### config.mk
export PLATFORM = sky130hd
export DESIGN_NAME = can_bit_stuffer
export DESIGN_NICKNAME = d
export VERILOG_FILES = /design/src/rtl/can_bit_stuffer.sv
export SDC_FILE = /design/constraint.sdc
export NUM_CORES = 1
export LEC_CHECK = 0
export BUFFER_PORTS_ARGS = -buffer_cell sky130_fd_sc_hd__buf_2
export CAP_MARGIN = 15
export CORE_AREA = 2 2 65 67
export DETAILED_ROUTE_END_ITERATION = 8
export DIE_AREA = 0 0 67 69
export GPL_TIMING_DRIVEN = 0
export PLACE_DENSITY = 0.49
export SLEW_MARGIN = 20
export SYNTH_ARGS = -nofsm -noshare
export SYNTH_HDL_FRONTEND = slang
export SYNTH_SLANG_ARGS = --single-unit
### constraint.sdc
create_clock -name clk -period 5.34 [get_ports clk]
set_input_delay 1.068 -clock clk [delete_from_list [all_inputs] [get_ports clk]]
set_output_delay 1.068 -clock clk [all_outputs]
set_load 0.03 [all_outputs]
### src/rtl/can_bit_stuffer.sv
// can_bit_stuffer: CAN bit timing, stuff-bit insertion and bus readback monitor.
// Define CAN_BIT_MONITOR_EN to enable rx_bus checking (arb_lost/bit_error/ack_seen).
module can_bit_stuffer #(
  parameter int BIT_CLKS  = 16,
  parameter int SAMPLE_PT = 11
) (
  input  logic clk,
  input  logic rst,
  input  logic in_valid,
  input  logic in_bit,
  input  logic in_stuff,
  input  logic in_arb,
  input  logic in_ack,
  input  logic in_last,
  output logic in_ready,
  input  logic rx_bus,
  output logic tx_bus,
  output logic bit_tick,
  output logic stuff_inserted,
  output logic arb_lost,
  output logic bit_error,
  output logic ack_seen,
  output logic underrun,
  output logic busy
);

  typedef enum logic [1:0] {
    IDLE,
    DATA,
    STUFF
  } state_t;

  localparam logic [7:0] CNT_MAX = 8'(BIT_CLKS - 1);
  localparam logic [7:0] CNT_SMP = 8'(SAMPLE_PT);

  state_t     state, state_d;
  logic [7:0] cnt, cnt_d;
  logic [2:0] run, run_d;
  logic [2:0] run_base;
  logic       last_bit, last_bit_d;
  logic       cur_last, cur_last_d;
  logic       cur_arb, cur_arb_d;
  logic       cur_ack, cur_ack_d;
  logic       tx_d, tick_d, stuff_d;
  logic       arb_d, berr_d, ack_d, unr_d;
  logic       period_end, stuff_pend, load;

  assign period_end = (state != IDLE) && (cnt == CNT_MAX);
  assign stuff_pend = (state == DATA) && (run == 3'd5);
  assign in_ready   = (state == IDLE) ||
                      (period_end && !stuff_pend && !cur_last);
  assign run_base   = (state == IDLE) ? 3'd0 : run;

  always_comb begin
    state_d    = state;
    cnt_d      = (state == IDLE) ? 8'd0 : cnt + 8'd1;
    run_d      = run;
    last_bit_d = last_bit;
    cur_last_d = cur_last;
    cur_arb_d  = cur_arb;
    cur_ack_d  = cur_ack;
    tx_d       = tx_bus;
    tick_d     = 1'b0;
    stuff_d    = 1'b0;
    arb_d      = 1'b0;
    berr_d     = bit_error;
    ack_d      = ack_seen;
    unr_d      = 1'b0;
    load       = 1'b0;

    unique case (state)
      IDLE: begin
        tx_d = 1'b1;
        if (in_valid) begin
          load   = 1'b1;
          berr_d = 1'b0;
          ack_d  = 1'b0;
        end
      end
      DATA, STUFF: begin
        if (period_end) begin
          cnt_d = 8'd0;
          if (stuff_pend) begin
            state_d    = STUFF;
            tx_d       = ~last_bit;
            tick_d     = 1'b1;
            stuff_d    = 1'b1;
            last_bit_d = ~last_bit;
            run_d      = 3'd1;
            cur_ack_d  = 1'b0;
          end else if (cur_last) begin
            state_d = IDLE;
            tx_d    = 1'b1;
          end else if (in_valid) begin
            load = 1'b1;
          end else begin
            state_d = IDLE;
            tx_d    = 1'b1;
            unr_d   = 1'b1;
          end
        end
      end
      default: begin
        state_d = IDLE;
        tx_d    = 1'b1;
        cnt_d   = 8'd0;
      end
    endcase

    if (load) begin
      state_d    = DATA;
      cnt_d      = 8'd0;
      tx_d       = in_bit;
      tick_d     = 1'b1;
      cur_last_d = in_last;
      cur_arb_d  = in_arb;
      cur_ack_d  = in_ack;
      if (in_stuff) begin
        run_d      = (run_base != 3'd0 && in_bit == last_bit) ?
                     run_base + 3'd1 : 3'd1;
        last_bit_d = in_bit;
      end else begin
        run_d = 3'd0;
      end
    end

`ifdef CAN_BIT_MONITOR_EN
    // Arbitration loss stops the frame at once and outranks stuff/last.
    if (state != IDLE && cnt == CNT_SMP) begin
      if (cur_arb && tx_bus && !rx_bus) begin
        arb_d   = 1'b1;
        state_d = IDLE;
        tx_d    = 1'b1;
        cnt_d   = 8'd0;
      end else begin
        if (cur_ack && !rx_bus) ack_d = 1'b1;
        if (!cur_ack && tx_bus != rx_bus) berr_d = 1'b1;
      end
    end
`endif
  end

`ifndef CAN_BIT_MONITOR_EN
  logic unused_mon;
  assign unused_mon = ^{rx_bus, cur_arb, cur_ack, CNT_SMP};
`endif

  always_ff @(posedge clk or posedge rst) begin
    if (rst) begin
      state          <= IDLE;
      cnt            <= 8'd0;
      run            <= 3'd0;
      last_bit       <= 1'b1;
      cur_last       <= 1'b0;
      cur_arb        <= 1'b0;
      cur_ack        <= 1'b0;
      tx_bus         <= 1'b1;
      bit_tick       <= 1'b0;
      stuff_inserted <= 1'b0;
      arb_lost       <= 1'b0;
      bit_error      <= 1'b0;
      ack_seen       <= 1'b0;
      underrun       <= 1'b0;
      busy           <= 1'b0;
    end else begin
      state          <= state_d;
      cnt            <= cnt_d;
      run            <= run_d;
      last_bit       <= last_bit_d;
      cur_last       <= cur_last_d;
      cur_arb        <= cur_arb_d;
      cur_ack        <= cur_ack_d;
      tx_bus         <= tx_d;
      bit_tick       <= tick_d;
      stuff_inserted <= stuff_d;
      arb_lost       <= arb_d;
      bit_error      <= berr_d;
      ack_seen       <= ack_d;
      underrun       <= unr_d;
      busy           <= (state_d != IDLE);
    end
  end

endmodule
=== Yosys cells after proc, flatten, opt, wreduce, memory -nomap -nowiden ===
Index checks and enable logic that the tools add are counted.

* Bits in registers: 20
* Word-level logic and storage cells: 80

* $add $sub $neg: 2
* Equality and inequality tests: 7
* Mux-type cells: 42
* Bitwise logic cells: 1
* Reduce and logical (&&, ||, !) cells: 18

{| class="wikitable"
|+ Operators by type and width
! cell !! count
|-
| 1-bit two-way mux || 24
|-
| 8-bit two-way mux || 3
|-
| 3-bit two-way mux || 7
|-
| 8-bit case mux with 2 select lines || 1
|-
| 2-bit two-way mux || 5
|-
| 2-bit nonzero test || 5
|-
| 8-bit by 1-bit adder with 8-bit output (second input constant) || 1
|-
| 8-bit by 4-bit equality test with 1-bit output (second input constant) || 1
|-
| 1-bit logical AND || 5
|-
| 5-bit inequality test (second input constant) || 1
|-
| 2-bit case mux with 2 select lines || 1
|-
| 3-bit by 1-bit adder with 3-bit output (second input constant) || 1
|-
| 3-bit equality test (second input constant) || 1
|-
| 3-bit inequality test (second input constant) || 1
|-
| 3-bit AND reduction || 1
|-
| 3-bit nonzero test || 1
|-
| 2-bit by 1-bit equality test with 1-bit output (second input constant) || 1
|-
| 2-bit equality test (second input constant) || 1
|-
| 1-bit zero test || 2
|-
| 2-bit zero test || 1
|-
| 1-bit case mux with 2 select lines || 1
|-
| 2-bit AND reduction || 1
|-
| 2-bit OR reduction || 1
|-
| 1-bit equality test || 1
|-
| 2 further kinds || 2
|}

=== Depth between registers and ports, before layout ===
* Depth after elaboration: 7
* Depth in mapped cells: 10
* Mapped depth without buffers: 9

=== Worst setup path before layout ===
No wires, ideal clock.

* Kind: register -> output
* Start point: register state[1]
* End point: output in_ready
* Data arrival time: 1.314 ns
* Required time: 4.272 ns
* Slack: 2.958 ns
* Stages on the path, launching flop included: 6
* Path through: dfrtp_1 inv_1 ha_1 nor4_4 and2_4 a21o_1

* Word-level cells in the longest chain between the ends: 6
* Elaborated cells on any way between the ends: 9
* Classes of those cells: 1 x eq/ne; 8 x reduce/logical

{| class="wikitable"
|+ Ends and longest elaborated chain
! item !! line !! text
|-
| start: declaration || 36 || <nowiki>state_t state, state_d;</nowiki>
|-
| start signal: assignment || 166 || <nowiki>state <= state_d;</nowiki>
|-
| 2-bit by 1-bit equality test with 1-bit output || 49 || <nowiki>assign stuff_pend = (state == DATA) && (run == 3'd5);</nowiki>
|-
| 1-bit logical AND || 49 ||
|-
| 1-bit zero test || 51 || <nowiki>(period_end && !stuff_pend && !cur_last);</nowiki>
|-
| 1-bit logical AND (2 in a row) || 51 ||
|-
| 1-bit logical OR * || 50 || <nowiki>assign in_ready = (state == IDLE) ||</nowiki>
|-
| end: declaration || 15 || <nowiki>output logic in_ready,</nowiki>
|}

Every way passes the cells marked *; elsewhere a longest branch is shown, timed or not.

=== Worst setup path in the final report ===
Same ends and word-level chain as after synthesis.

==> run summary <==
• 0 — post-detailed-route DRC marker count
• 5 — highest fanout seen on the critical path
• 0 — number of hold-repair buffers added at the cts stage
• 1.71 ns — Crit path arrival time
• 0 — final max-slew violation count
• 425 — Filler Cell Count
• 11.3 microns — WL per Instance
• 0.000167 V — largest vdd supply drop
• 1560 microns — Post-DP HPWL
• 2 — maximum buffer depth of the clock tree
• 29.0% — initial cell density of the core
• 37 — number of distinct library cells after synthesis
• 20 — CTS sink count
• 179 — dpl cells
• 0.07 ns — clock transition time at the flip-flop clock pins of the worst setup and hold paths
• 1 — H-tree level count
• 2.78 ns — final period demand of the worst path
• 40.6% — combinational share of power
• 10.1% — GRT Util Overall
• 0.757 ns — Worst Tran Pin Value
• 0 — count of flip-flops with a built-in enable after synthesis
• 20 — register bit count reported by yosys
• 116 — instance count of the mapped netlist
• 3610 microns — global-route wire length before repair
• yes — clock tree from TritonCTS
• 22 — number of DRC markers in iteration 0
• 69 microns — overall die height
• 2070 microns — final wirelength
• 0 — CTS-repair resized insts
• 21 — pin count of the biggest net entering global routing
• 0 — Setup-failing EPs final
• 52.0% — share of the clock period used by the worst path
• 3 — number of search-and-repair iterations in the first detailed-routing pass
• sky130_fd_sc_hd__clkbuf_8 — cell at the root of the clock tree
• 0.623 nW — leakage power summed over all cells
• 812 — routed via count
• 0 — endpoints failing hold
• 44.3% — sequential cell area fraction in the yosys report
• sky130_fd_sc_hd__dfrtp_1, sky130_fd_sc_hd__buf_2, sky130_fd_sc_hd__nor2_1, sky130_fd_sc_hd__nand2_1, sky130_fd_sc_hd__inv_1 — commonest non-fill, non-tap cells in the layout
• 4620 sq um — DIE AREA
• 0.808 — final weighted congestion in routability-driven placement
• 49.5% — worst relative slew slack
• 67 microns — Die W
• 40.1% — sequential power share
• 0 — initial antenna violation count
• 100% — Async S/R FF share, synth
• 23 — standard-cell row count
• 15.0% — layout-stage area growth over the synthesis result
• 0 — total grt overflow
• reg2reg — path category of the worst min-delay check
• sky130_fd_sc_hd__dfrtp_1 — dominant synthesized flop cell
• 0 ns — total negative slack for setup checks
• reg2out — critical path type
• 38.6% — switching power as a share of total power
• 183 — non-filler cells in the finished layout
• 200 uW — Switching Power
• 18 — I/O pin cnt
• flop — critical path launch point type
• output pin — crit end category
• 818 — number of global-route vias before repair
• 9.78 sq um — Mapped Avg Cell Area
• 150 — net count of the finished layout
• 360 MHz — achievable frequency
• 318 uW — Internal Pwr Total
• 0.00388 ns — worst-case clock skew
• sky130_fd_sc_hd__dfrtp_1 — most common cell after layout, fill and taps aside
• 0 — antenna viol nets, final
• 0 — Antenna Diode Count
• 0.26 ns — clock latency of the later-clocked register in the worst-skew pair
• 0 — max-capacitance violation count
• 3910 sq um — CORE AREA
• false — setup repair after global routing missed its margin
• 19.4% — share of total power in the clock network
• completed — result of the run
• 3 — number of clock buffers inserted by TritonCTS
• 4.44 — detailed-route vias per instance
• 1130 sq um — Post-Syn Area
• 397 nW/um^2 — power per cell area
• 0 — count of buffers added by post-CTS timing repair for setup
• 21.8% — layout cells sized above 1
• 11 — # port buffers
• 0 — yosys synthesis warning count
• 4.27 ns — required time of the worst setup path
## stage by stage
stage                     setup slack [ns]  hold WS (ns)  utilization [%]  instance area [sq um]  total power [mW]
final                                 2.56         0.483             33.3                   1310             0.518
after global routing                  2.47         0.499             33.3                   1310             0.563
after CTS                             2.54         0.481             33.3                   1310             0.527
after detailed placement              2.84         0.473             32.2                   1260             0.425
after global placement                2.84         0.460             32.2                   1260             0.419
after floorplan                       2.96         0.433                -                   1140             0.372
## layer usage
metal	track usage, %	share of wire [%]
met1	12.5	46
met2	16.9	50
met3	3.43	3.4
met4	2.04	0.53
met5	0	0
## flip-flops by register name, summed over array words and instances, names as in the netlist
signal          cells
stuff_inserted      1
cur_last            1
cnt                 8
busy                1
bit_tick            1
state               2
run                 3
tx_bus              1
underrun            1
last_bit            1
## layout make-up
cell class / instances / area [sq um] / area share, %
multi-input cells: 83 / 562 / 43.0
plain buffers: 7 / 47.5 / 3.64
well taps: 50 / 62.6 / 4.79
clock buffers: 4 / 45.0 / 3.45
inverters: 8 / 30.0 / 2.30
flip-flops and latches: 20 / 503 / 38.5
repair buffers: 11 / 55.1 / 4.22
## worst max-delay path: stages (launching register included)
cell	delay, ns
sky130_fd_sc_hd__dfrtp_1	0.39
sky130_fd_sc_hd__inv_1	0.08
sky130_fd_sc_hd__ha_1	0.22
sky130_fd_sc_hd__nor4_4	0.23
sky130_fd_sc_hd__and2_4	0.24
sky130_fd_sc_hd__a21o_1	0.10
sky130_fd_sc_hd__buf_2	0.18
## cells in the mapped netlist, types with 3 or more instances
| master | instances | area share, % |
|---|---|---|
| sky130_fd_sc_hd__a21oi_1 | 4 | 1.8 |
| sky130_fd_sc_hd__ha_1 | 7 | 7.7 |
| sky130_fd_sc_hd__dfrtp_1 | 18 | 40 |
| sky130_fd_sc_hd__xor2_1 | 3 | 2.3 |
| sky130_fd_sc_hd__nand3_1 | 7 | 3.1 |
| sky130_fd_sc_hd__inv_1 | 8 | 2.6 |
| sky130_fd_sc_hd__nand2_1 | 10 | 3.3 |
| sky130_fd_sc_hd__and3_1 | 3 | 1.7 |
| sky130_fd_sc_hd__nor2_1 | 13 | 4.3 |
| sky130_fd_sc_hd__buf_4 | 3 | 2.0 |
| sky130_fd_sc_hd__nand2b_1 | 4 | 2.2 |
| sky130_fd_sc_hd__xnor2_1 | 4 | 3.1 |
## power groups by stage
stage               registers (mW)  clock network, mW  logic, mW
finish                       0.208              0.100      0.210
global route                 0.214              0.113      0.237
CTS                          0.208              0.105      0.214
detailed placement           0.211                  0      0.214
global placement             0.210                  0      0.210
floorplan                    0.225                  0      0.147
## path summary, 6_finish.rpt
path | slack, ns | start | cells after the start | to
worst max-delay path | 2.56 | state[1]$_DFF_PP0_ | 6 | in_ready
worst min-delay path | 0.48 | cur_last$_DFFE_PP0P_ | 1 | underrun$_DFF_PP0_
worst max register to register | 3.12 | state[1]$_DFF_PP0_ | 9 | run[2]$_DFFE_PP0P_
worst min register to register | 0.48 | cur_last$_DFFE_PP0P_ | 1 | underrun$_DFF_PP0_
max in group asynchronous | 3.93 | rst | 2 | run[2]$_DFFE_PP0P_
min in group asynchronous | 0.93 | rst | 2 | cnt[0]$_DFF_PP0_
## cells by family after synthesis
family          after synthesis  synth area share (%)
simple gates                 47                  23.2
compound gates               17                  10.4
other cells                   1                 0.330
xor+xnor                      7                  5.40
mux                           2                  1.87
fa+ha+maj                     7                  7.72
flops                        20                  44.3
buf+inv                      15                  6.84
No activity file was read; power rests on OpenSTA's default activity.
